===== src/rtl/seq_adder48_pkg.sv =====
// Shared widths, FSM state encoding and chunk index type for the 48-bit sequential adder.
// No logic here; latency and backpressure are defined by the modules that import it.
package seq_adder48_pkg;

    localparam int CHUNK_W    = 12;
    localparam int NUM_CHUNKS = 4;
    localparam int RESULT_W   = CHUNK_W * NUM_CHUNKS;

    typedef enum logic [1:0] {
        ST_IDLE  = 2'd0,
        ST_GAP   = 2'd1,
        ST_CHUNK = 2'd2,
        ST_DONE  = 2'd3
    } state_t;

    typedef logic [1:0] chunk_idx_t;

endpackage


===== src/rtl/chunk_adder12.sv =====
// Combinational 12-bit adder with carry in/out; zero latency.
// No backpressure: a pure function of its inputs.
module chunk_adder12
    import seq_adder48_pkg::*;
(
    input  logic [CHUNK_W-1:0] a,
    input  logic [CHUNK_W-1:0] b,
    input  logic               cin,
    output logic [CHUNK_W-1:0] sum,
    output logic               cout
);

    logic [CHUNK_W:0] w_sum13;

    assign w_sum13 = {1'b0, a} + {1'b0, b} + {{CHUNK_W{1'b0}}, cin};
    assign sum     = w_sum13[CHUNK_W-1:0];
    assign cout    = w_sum13[CHUNK_W];

endmodule


===== src/rtl/seq_adder48.sv =====
// Adds two 48-bit operands delivered as four 12-bit chunks (LSB first); resultReady pulses 6 clocks after start.
// No backpressure: starts are ignored while busy, and outBus holds until the next result.
module seq_adder48
    import seq_adder48_pkg::*;
(
    input  logic                clk,
    input  logic                rst_n,
    input  logic [CHUNK_W-1:0]  inBusA,
    input  logic [CHUNK_W-1:0]  inBusB,
    input  logic                startChunks,
    output logic                resultReady,
    output logic [RESULT_W-1:0] outBus
);

    state_t              r_state;
    chunk_idx_t          r_cnt;
    logic                r_carry;
    logic [RESULT_W-1:0] r_acc;
    logic [RESULT_W-1:0] r_out;
    logic                r_ready;

    logic [CHUNK_W-1:0]  w_sum;
    logic                w_cout;

    chunk_adder12 u_add (
        .a    (inBusA),
        .b    (inBusB),
        .cin  (r_carry),
        .sum  (w_sum),
        .cout (w_cout)
    );

    // Accumulation lives in r_acc so outBus stays stable during the next transfer.
    always_ff @(posedge clk or negedge rst_n) begin
        if (!rst_n) begin
            r_state <= ST_IDLE;
            r_cnt   <= '0;
            r_carry <= 1'b0;
            r_acc   <= '0;
            r_out   <= '0;
            r_ready <= 1'b0;
        end else begin
            r_ready <= 1'b0;
            case (r_state)
                ST_IDLE: begin
                    if (startChunks) begin
                        r_state <= ST_GAP;
                        r_cnt   <= '0;
                        r_carry <= 1'b0;
                        r_acc   <= '0;
                    end
                end
                ST_GAP: begin
                    r_state <= ST_CHUNK;
                    r_cnt   <= '0;
                end
                ST_CHUNK: begin
                    r_acc[int'(r_cnt)*CHUNK_W +: CHUNK_W] <= w_sum;
                    r_carry <= w_cout;
                    r_cnt   <= r_cnt + 2'd1;
                    if (r_cnt == chunk_idx_t'(NUM_CHUNKS - 1)) begin
                        r_state <= ST_DONE;
                    end
                end
                ST_DONE: begin
                    r_out   <= r_acc;
                    r_ready <= 1'b1;
                    r_state <= ST_IDLE;
                end
                default: r_state <= ST_IDLE;
            endcase
        end
    end

    assign outBus      = r_out;
    assign resultReady = r_ready;

endmodule


===== config.mk =====
export PLATFORM = sky130hd
export DESIGN_NAME = seq_adder48
export DESIGN_NICKNAME = d
export VERILOG_FILES = /design/src/rtl/seq_adder48_pkg.sv /design/src/rtl/chunk_adder12.sv /design/src/rtl/seq_adder48.sv
export SDC_FILE = /design/constraint.sdc
export NUM_CORES = 1
export LEC_CHECK = 0
export ABC_AREA = 1
export BUFFER_PORTS_ARGS = -buffer_cell sky130_fd_sc_hd__buf_2
export CORE_ASPECT_RATIO = 1.2
export CORE_MARGIN = 2
export CORE_UTILIZATION = 62
export CTS_CLUSTER_DIAMETER = 80
export CTS_CLUSTER_SIZE = 20
export DETAILED_ROUTE_END_ITERATION = 6
export PLACE_DENSITY = 0.88
export SLEW_MARGIN = 25
export SYNTH_ARGS = -nofsm -noshare
export SYNTH_HDL_FRONTEND = slang
export SYNTH_SLANG_ARGS = --single-unit

===== constraint.sdc =====
create_clock -name clk -period 4.1 [get_ports clk]
set_input_delay 0.41 -clock clk [delete_from_list [all_inputs] [get_ports clk]]
set_output_delay 0.41 -clock clk [all_outputs]
set_load 0.05 [all_outputs]

==> results.yml, run 1 <==
clocking:
  cts_root_buf: "clkbuf_8"
  h-tree-depth: 3
  cts_hold_buf: 0
  cts_resized: 0
  ctsLongestPathBuffers: 2
  tritoncts: "yes"
  cts_buffers: 9
  cts.sinks: 102
  post_cts_buffers: 0
  clk_pin_slew_ns: 0.09
  clock_latency_ns: 0.37
layout:
  antenna_cells: 0
  final_cell_mix: "nand2_1 (176), dfrtp_1 (102), buf_2 (74)"
  area_growth_pct: 12.6
  multi_input_area_um2: 2430
  final_common_cell: "nand2_1"
  nets: 750
  final_cells: 823
  drive_gt1_share_pct: 22.0
  stdcell_area_um2: 6010
  regArea_um2: 2550
  nFillCells: 701
synth:
  synth_fa_ha_area_share_pct: 5.44
  synth_top_family_by_area: "simple AND/OR/NAND/NOR gates"
  ys_types: 33
  synthCells: 630
  ys_ff_latch: 102
  ys_top_cells_by_area: "dfrtp_1 (48%), nand2_1 (12%), mux2_2 (6.8%)"
  yosysTopAreaCellShare_pct: 47.9
  syn_nets: 679
  synthXorXnorAreaFrac_pct: 0.633
  syn_avg_cell_area_um2: 8.47
  synth_top_area_cell: "dfrtp_1"
  synth_compound_area_share_pct: 8.00
  yosys.area_share.simple_pct: 24.5
  syn-cell-area_um2: 5330
  yosysSeqAreaShare_pct: 47.9
  synth_mux_area_share_pct: 6.76
  yosysWarnings: 0
timing:
  tightestPinTransition_ns: 0.897
  finalSetupTns_ns: 0
  finalMaxSlewViolations: 0
  worst_clock_skew_ns: 0.0153
  rsz0062_at_grt: "no"
  setup_violations: 0
  min_period_ns: 3.06
  final.period_utilization_pct: 74.6
  slew_headroom_pct: 40.2
  timing.fmax_mhz: 327
  finalHoldViolCount: 0
  fin_hold_ws_ns: 0.175
grt:
  grt_util_all_layers_pct: 30.9
  grt_pass1_vias: 4569
  grt_overflow: 0
  grt_max_degree: 76
  grt_pass1_wl_mm: 22.2
  antenna_found_initial: 0
place:
  dp_hpwl_mm: 10.2
  dp_cells: 807
  gp_congestion: 0.941
  portBuffers: 75
  post_dp_cell_area_um2: 5800
critical_path:
  worstSetupEndpointType: "flop"
  path_max_fanout: 27
  crit_type: "reg -> reg"
  worstSetupStartpointType: "flop"
  cp.arrival_ns: 3.35
  crit_required_ns: 4.40
routing:
  drc: 0
  ant_nets: 0
  viasPerCell: 5.56
  dr.pass1.iters: 4
  drtIter0Drc: 208
  num_vias: 4574
  wl_per_cell_um: 16.2
  finalWirelength_mm: 13.4
floorplanning:
  num_rows: 37
  core_region_area_um2: 8470
  die-area_um2: 9360
  start_util_pct: 63.0
  die_y_um: 106
  io_pins: 76
  die_w_um: 88.7
power_and_ir_drop:
  ir_worst_vdd_mv: 0.323
  power_mw: 4.21
  p_per_area_nw_per_um2: 701
  p_leak_nw: 3.29
status:
  status: "completed"
min_path:
  hold_class: "in -> async"
run:
  maxCapViolCount: 0
-- worst paths after layout --
kind	from	depth (start not counted)	slack (ns)	to
max	r_cnt[0]	9	1.04	r_acc[37]
min	rst_n	1	0.18	outBus[42]
max reg2reg	r_cnt[0]	9	1.04	r_acc[37]
min reg2reg	r_acc[5]	2	0.49	r_acc[5]
max in group asynchronous	rst_n	2	3.00	r_acc[15]
min in group clk	startChunks	4	0.44	r_state[1]
-- cells in the mapped netlist (all sizes together) --
master and count:
a21oi 34, mux2 32, a22oi 1, nor3 6, o22ai 4, buf 17
fa 2, nand3 51, xnor2 2, xor2 1, nand2 181, ha 20
clkbuf 4, o21ai 41, nand4 21, nor2 41, inv 68, clkinv 1
nand3b 1, dfrtp 102
-- layout make-up --
class / count / area share, %
flip-flops and latches: 102 / 42.5
repair buffers: 81 / 7.04
inverters: 69 / 4.35
well taps: 117 / 2.44
clock buffers: 10 / 2.12
clock inverters: 6 / 1.15
multi-input cells: 438 / 40.4
-- per-stage QoR --
step                util [%]  worst slack, ns
floorplan                  -             1.86
global placement        68.5             1.14
detailed placement      68.5             1.12
CTS                     70.8             1.09
global route            70.9            0.770
finish                  70.9             1.04
-- critical path, stage by stage, from the launching register on --
cell and delay (ns):
dfrtp_1 0.76, inv_1 0.13, ha_1 0.46, inv_4 0.31, nor2_1 0.09, nor2_1 0.49
inv_2 0.19, nor3_1 0.37, a21oi_1 0.08, o21ai_1 0.09
-- logic make-up (layout without fill, tap and decap cells) --
kind of cell             Yosys count  count (layout)
AO/OA/AOI/OAI                     80              80
XOR/XNOR                           3               3
adder cells (fa/ha/maj)           22              22
buffers and inverters             90             166
flip-flops                       102             102
multiplexers                      32              32
AND/OR/NAND/NOR                  301             301
-- flip-flops by register name (all words and copies together) (netlist names) --
register / flops
r_cnt: 2
r_carry: 1
r_state: 2
resultReady: 1
outBus: 48
r_acc: 48
-- layer usage --
layer  wire length, um  global-route usage, %
met2              6720                   50.6
met5                 0                      0
met1              5500                   39.9
met3               610                   5.17
met4               535                   13.4
-- where the power goes --
group	leakage [nW]	internal, mW	switching (mW)	total, mW
Clock	0.103	0.290	0.362	0.652
Combinational	1.81	0.577	1.68	2.26
Sequential	1.38	1.19	0.113	1.30
Note: power is estimated with default switching activity, not from simulation.
==> run 2, diff against run 1 <==
--- a/config.mk
+++ b/config.mk
@@ -9,11 +9,11 @@
 export BUFFER_PORTS_ARGS = -buffer_cell sky130_fd_sc_hd__buf_2
 export CORE_ASPECT_RATIO = 1.2
 export CORE_MARGIN = 2
-export CORE_UTILIZATION = 62
+export CORE_UTILIZATION = 58
 export CTS_CLUSTER_DIAMETER = 80
 export CTS_CLUSTER_SIZE = 20
 export DETAILED_ROUTE_END_ITERATION = 6
-export PLACE_DENSITY = 0.88
+export PLACE_DENSITY = 0.84
 export SLEW_MARGIN = 25
 export SYNTH_ARGS = -nofsm -noshare
 export SYNTH_HDL_FRONTEND = slang
==> constraint.sdc (replaced) <==
create_clock -name clk -period 3.1 [get_ports clk]
set_input_delay 0.31 -clock clk [delete_from_list [all_inputs] [get_ports clk]]
set_output_delay 0.31 -clock clk [all_outputs]
set_load 0.05 [all_outputs]
==> run 2 against run 1 <==
The flow now finishes with violations (hold timing). Via count is 1.7% higher. Cell count is 1.1% higher. First-iteration DRC count is 39% higher. Clock skew is 0.0071 ns lower. Critical path type unchanged. Die area is 6.6% higher. Global-route usage is 2.4 points lower. Design area is 1.0% higher. Clock power is 35% higher.
==> results.yml, run 2 (synthesized netlist as in run 1, its figures left out) <==
status:
  status: "finished with violations"
  violations: "hold timing"
critical_path:
  reg2reg_depth: 9
  crit_type: "reg -> reg"
  worstSetupStartpointType: "flop"
  cp_slowest_cell: "ha_1"
  crit_required_ns: 3.41
  ff2ff_setup_slack_ns: 0.65
  path_max_fanout: 11
  max_stage_delay_ns: 0.56
  rr_startpoint: "r_cnt[1]"
  r2r_end: "r_acc[15]"
  path_cells: "inv_1, ha_1, nor2_1, nor2_2, buf_4, clkinv_1, nand2_1, nand4_1, nand2_1"
  cp.arrival_ns: 2.76
  cp_common_cell: "nand2_1"
  worstSetupEndpointType: "flop"
  path_delay_family: "simple AND/OR/NAND/NOR gates"
  crit_buf_inv: 3
grt:
  grt_overflow: 0
  grt_pass1_wl_mm: 22.4
  grt_busiest_layer: "met2"
  met2_usage_pct: 53.2
  grt_max_degree: 103
  antenna_found_initial: 0
  grt.met1_usage_pct: 33.0
  grt_pass1_vias: 4687
  grt_util_all_layers_pct: 28.6
  grtUsageMet3_pct: 3.94
routing:
  drtIter0Drc: 289
  dr.pass1.iters: 5
  drc: 0
  finalWirelength_mm: 13.5
  viasPerCell: 5.59
  num_vias: 4654
  wl_per_cell_um: 16.3
  ant_nets: 0
timing:
  min_period_ns: 2.45
  finalSetupTns_ns: 0
  timing.fmax_mhz: 409
  final.setup.worst_slack_ns: 0.653
  final.period_utilization_pct: 78.9
  finalMaxSlewViolations: 0
  slew_headroom_pct: 35.6
  setup_violations: 0
  tightestPinTransition_ns: 0.966
  rsz0062_at_grt: "no"
  fin_hold_ws_ns: -0.0325
  finalHoldViolCount: 16
  worst_clock_skew_ns: 0.00818
clocking:
  cts_hold_buf: 0
  cts_buffers: 9
  post_cts_buffers: 0
  h-tree-depth: 3
  clock_latency_ns: 0.38
  cts.sinks: 102
  clk_pin_slew_ns: 0.09
  cts_resized: 0
  cts_root_buf: "clkbuf_8"
  tritoncts: "yes"
  ctsLongestPathBuffers: 2
floorplanning:
  die_y_um: 109
  core_region_area_um2: 8990
  die_w_um: 91.5
  num_rows: 38
  io_pins: 76
  start_util_pct: 59.4
  die-area_um2: 9980
place:
  dp_hpwl_mm: 10.2
  dpl_worst_slack_ns: 0.664
  gp_congestion: 0.966
  portBuffers: 75
layout:
  antenna_cells: 0
  fin_util_pct: 67.5
  final_cell_mix: "nand2_1 (176), dfrtp_1 (102), buf_2 (74)"
  drive_gt1_share_pct: 22.8
  area_growth_pct: 13.8
  final_common_cell: "nand2_1"
  nets: 756
min_path:
  hold_class: "in -> async"
run:
  maxCapViolCount: 0
power_and_ir_drop:
  p_leak_nw: 3.33
  ir_worst_vdd_mv: 0.467
  p_per_area_nw_per_um2: 932
[run 2: worst max path at each step]
stage	end	slack (ns)	cells past startpoint	start
after floorplan	r_acc[20]	0.86	14	r_cnt[0]
after global placement	r_acc[8]	0.71	13	inBusA[0]
after detailed placement	r_acc[8]	0.66	13	inBusA[0]
after CTS	r_acc[15]	0.70	9	r_cnt[1]
after global routing	r_acc[15]	0.47	9	r_cnt[1]
final	r_acc[15]	0.65	9	r_cnt[1]
[run 2: metal layers]
| layer | up-vias | part of all wire, % |
|---|---|---|
| li1 | 2210 | - |
| met1 | 2250 | 41 |
| met2 | 159 | 52 |
| met3 | 35 | 4.3 |
| met4 | 0 | 3.4 |
| met5 | - | 0 |
[run 2: power by group]
group / switching (mW) / internal, mW / total, mW
logic: 2.25 / 0.818 / 3.07
registers: 0.134 / 1.58 / 1.71
clock network: 0.477 / 0.403 / 0.880
total: 2.86 / 2.80 / 5.66
[run 2: area by class of cell]
class	instances	area, um^2
inverter	69	262
timing repair buffer	87	480
fill	742	2920
clock buffer	10	138
multi-input combinational	438	2420
clock inverter	6	68.8
tap	120	150
sequential	102	2550
[run 2: worst reg2reg max path: cells and delay by family, from the launching register on]
| kind | cells | cell delay [ns] |
|---|---|---|
| AND/OR/NAND/NOR | 5 | 0.85 |
| adder cells (fa/ha/maj) | 1 | 0.56 |
| buffers and inverters | 3 | 0.54 |
| flip-flops | 1 | 0.45 |
[run 2: through the flow]
stage | cell area, um^2 | power [mW] | cells
2_1_floorplan | 5330 | 3.95 | 630
3_3_place_gp | 5860 | 4.66 | 816
5_1_grt | 6070 | 6.01 | 832
6_report | 6070 | 5.66 | 832
4_1_cts | 6070 | 5.63 | 832
3_5_place_dp | 5860 | 4.76 | 816
==> run 3, diff against run 2 <==
--- a/config.mk
+++ b/config.mk
@@ -9,11 +9,11 @@
 export BUFFER_PORTS_ARGS = -buffer_cell sky130_fd_sc_hd__buf_2
 export CORE_ASPECT_RATIO = 1.2
 export CORE_MARGIN = 2
-export CORE_UTILIZATION = 58
+export CORE_UTILIZATION = 52
 export CTS_CLUSTER_DIAMETER = 80
 export CTS_CLUSTER_SIZE = 20
 export DETAILED_ROUTE_END_ITERATION = 6
-export PLACE_DENSITY = 0.84
+export PLACE_DENSITY = 0.79
 export SLEW_MARGIN = 25
 export SYNTH_ARGS = -nofsm -noshare
 export SYNTH_HDL_FRONTEND = slang
==> constraint.sdc (replaced) <==
create_clock -name clk -period 2.25 [get_ports clk]
set_input_delay 0.225 -clock clk [delete_from_list [all_inputs] [get_ports clk]]
set_output_delay 0.225 -clock clk [all_outputs]
set_load 0.05 [all_outputs]
==> run 3 against run 2 <==
The run now ends clean. Sequential cell count stayed put. Global-route usage is 3.3 points lower. Via count is 3.1% lower. Die area is 11% higher. Worst hold slack better by 0.30 ns. Sequential share of layout area is 1.4 points lower. Sequential power is 38% higher. Register-to-register slack worse by 0.56 ns. Clock skew is 0.0022 ns higher. Critical path depth is 1 higher. Clock-buffer cell count stayed put.
==> results.yml, run 3 (synthesized netlist as in run 1, its figures left out) <==
status:
  status: "completed"
timing:
  finalMaxSlewViolations: 0
  tightestPinTransition_ns: 0.508
  finalHoldViolCount: 0
  min_period_ns: 2.16
  slew_headroom_pct: 66.1
  worst_clock_skew_ns: 0.0104
  timing.fmax_mhz: 463
  final.period_utilization_pct: 96.0
  rsz0062_at_grt: "yes"
  setup_violations: 0
  final.setup.worst_slack_ns: 0.0902
place:
  dpl_worst_slack_ns: -0.0591
  post_dp_cell_area_um2: 5910
  gp_congestion: 0.948
  dp_cells: 825
  portBuffers: 75
  dp_hpwl_mm: 9.83
grt:
  grt_pass1_wl_mm: 21.6
  grt_max_degree: 57
  grt_overflow: 0
  antenna_found_initial: 0
  grt_pass1_vias: 4457
  grt_util_all_layers_pct: 25.3
layout:
  antenna_cells: 0
  fin_util_pct: 62.7
  final_cells: 842
  drive_gt1_share_pct: 25.1
  final_common_cell: "nand2_1"
  nets: 760
  stdcell_area_um2: 6280
  area_growth_pct: 17.8
  final_cell_mix: "nand2_1 (170), dfrtp_1 (102), buf_2 (74)"
power_and_ir_drop:
  ir_worst_vdd_mv: 0.619
  p_leak_nw: 3.40
  p_per_area_nw_per_um2: 1310
floorplanning:
  die-area_um2: 11100
  die_y_um: 115
  die_w_um: 96.5
  start_util_pct: 53.3
  io_pins: 76
  num_rows: 40
  core_region_area_um2: 10000
clocking:
  post_cts_buffers: 0
  cts.sinks: 102
  cts_buffers: 9
  h-tree-depth: 3
  ctsLongestPathBuffers: 2
  cts_root_buf: "clkbuf_16"
  clock_latency_ns: 0.35
  clk_pin_slew_ns: 0.07
  tritoncts: "yes"
critical_path:
  path_max_fanout: 4
  ff2ff_setup_slack_ns: 0.09
  cp.arrival_ns: 2.39
  worstSetupEndpointType: "flop"
  crit_required_ns: 2.48
  worstSetupStartpointType: "flop"
  crit_type: "reg -> reg"
routing:
  dr.pass1.iters: 5
  finalWirelength_mm: 12.8
  drc: 0
  drtIter0Drc: 265
  ant_nets: 0
  wl_per_cell_um: 15.2
  viasPerCell: 5.36
  num_vias: 4510
min_path:
  hold_class: "in -> reg"
run:
  maxCapViolCount: 0
[run 3: routing by layer]
layer	global-route usage, %	vias to the layer above	wire (um)
met5	0	-	0
met4	9.58	0	378
met3	3.80	27	573
met2	42.6	134	6320
met1	32.9	2134	5520
li1	-	2215	-
[run 3: cell type report]
cell class	count	area [um^2]
inverters	69	262
multi-input cells	438	2470
repair buffers	91	526
fillers	851	3730
well taps	126	158
clock buffers	10	239
clock inverters	6	76.3
flip-flops and latches	102	2550
[run 3: worst max-delay path, cell delays in order (launching register included)]
cell and delay (ns):
dfrtp_1 0.40, fa_2 0.37, fa_2 0.35, nand2_1 0.08
nand3_2 0.10, nand3_1 0.10, nand3b_1 0.12, nand4_1 0.13
nand2_2 0.11, o21ai_1 0.19, o21ai_0 0.10
[run 3: what timing repair did]
item / CTS / global route
gates resized for setup: 2 / 16
endpoints found under the setup margin: 10 / 25
pin swaps: 1 / 1
gates cloned: 0 / 0
endpoints found under the hold margin: 37 / 0
hold buffers: 1 / 0
[run 3: stage by stage]
stage | TNS (ns) | hold WS [ns] | power, mW
after global placement | -0.0446 | 0.224 | 6.45
after CTS | 0 | 0.254 | 8.18
after detailed placement | -0.202 | 0.236 | 6.55
after floorplan | 0 | -0.0706 | 5.44
final | 0 | 0.263 | 8.24
after global routing | -0.174 | 0.279 | 8.82
[run 3: worst paths after layout]
check                       startpoint          to  cells after the start
max                            r_carry   r_acc[34]                     10
max in group asynchronous        rst_n  outBus[16]                      3
max reg2reg                    r_carry   r_acc[34]                     10
min reg2reg                  r_acc[44]   r_acc[44]                      2
min                        startChunks  r_state[0]                      4
min in group asynchronous        rst_n  outBus[43]                      2
[run 3: where the power goes]
part	total [mW]	switching, mW	internal [mW]
Clock	1.62	0.707	0.910
Combinational	4.27	3.09	1.18
Sequential	2.36	0.185	2.17
Total	8.24	3.98	4.26
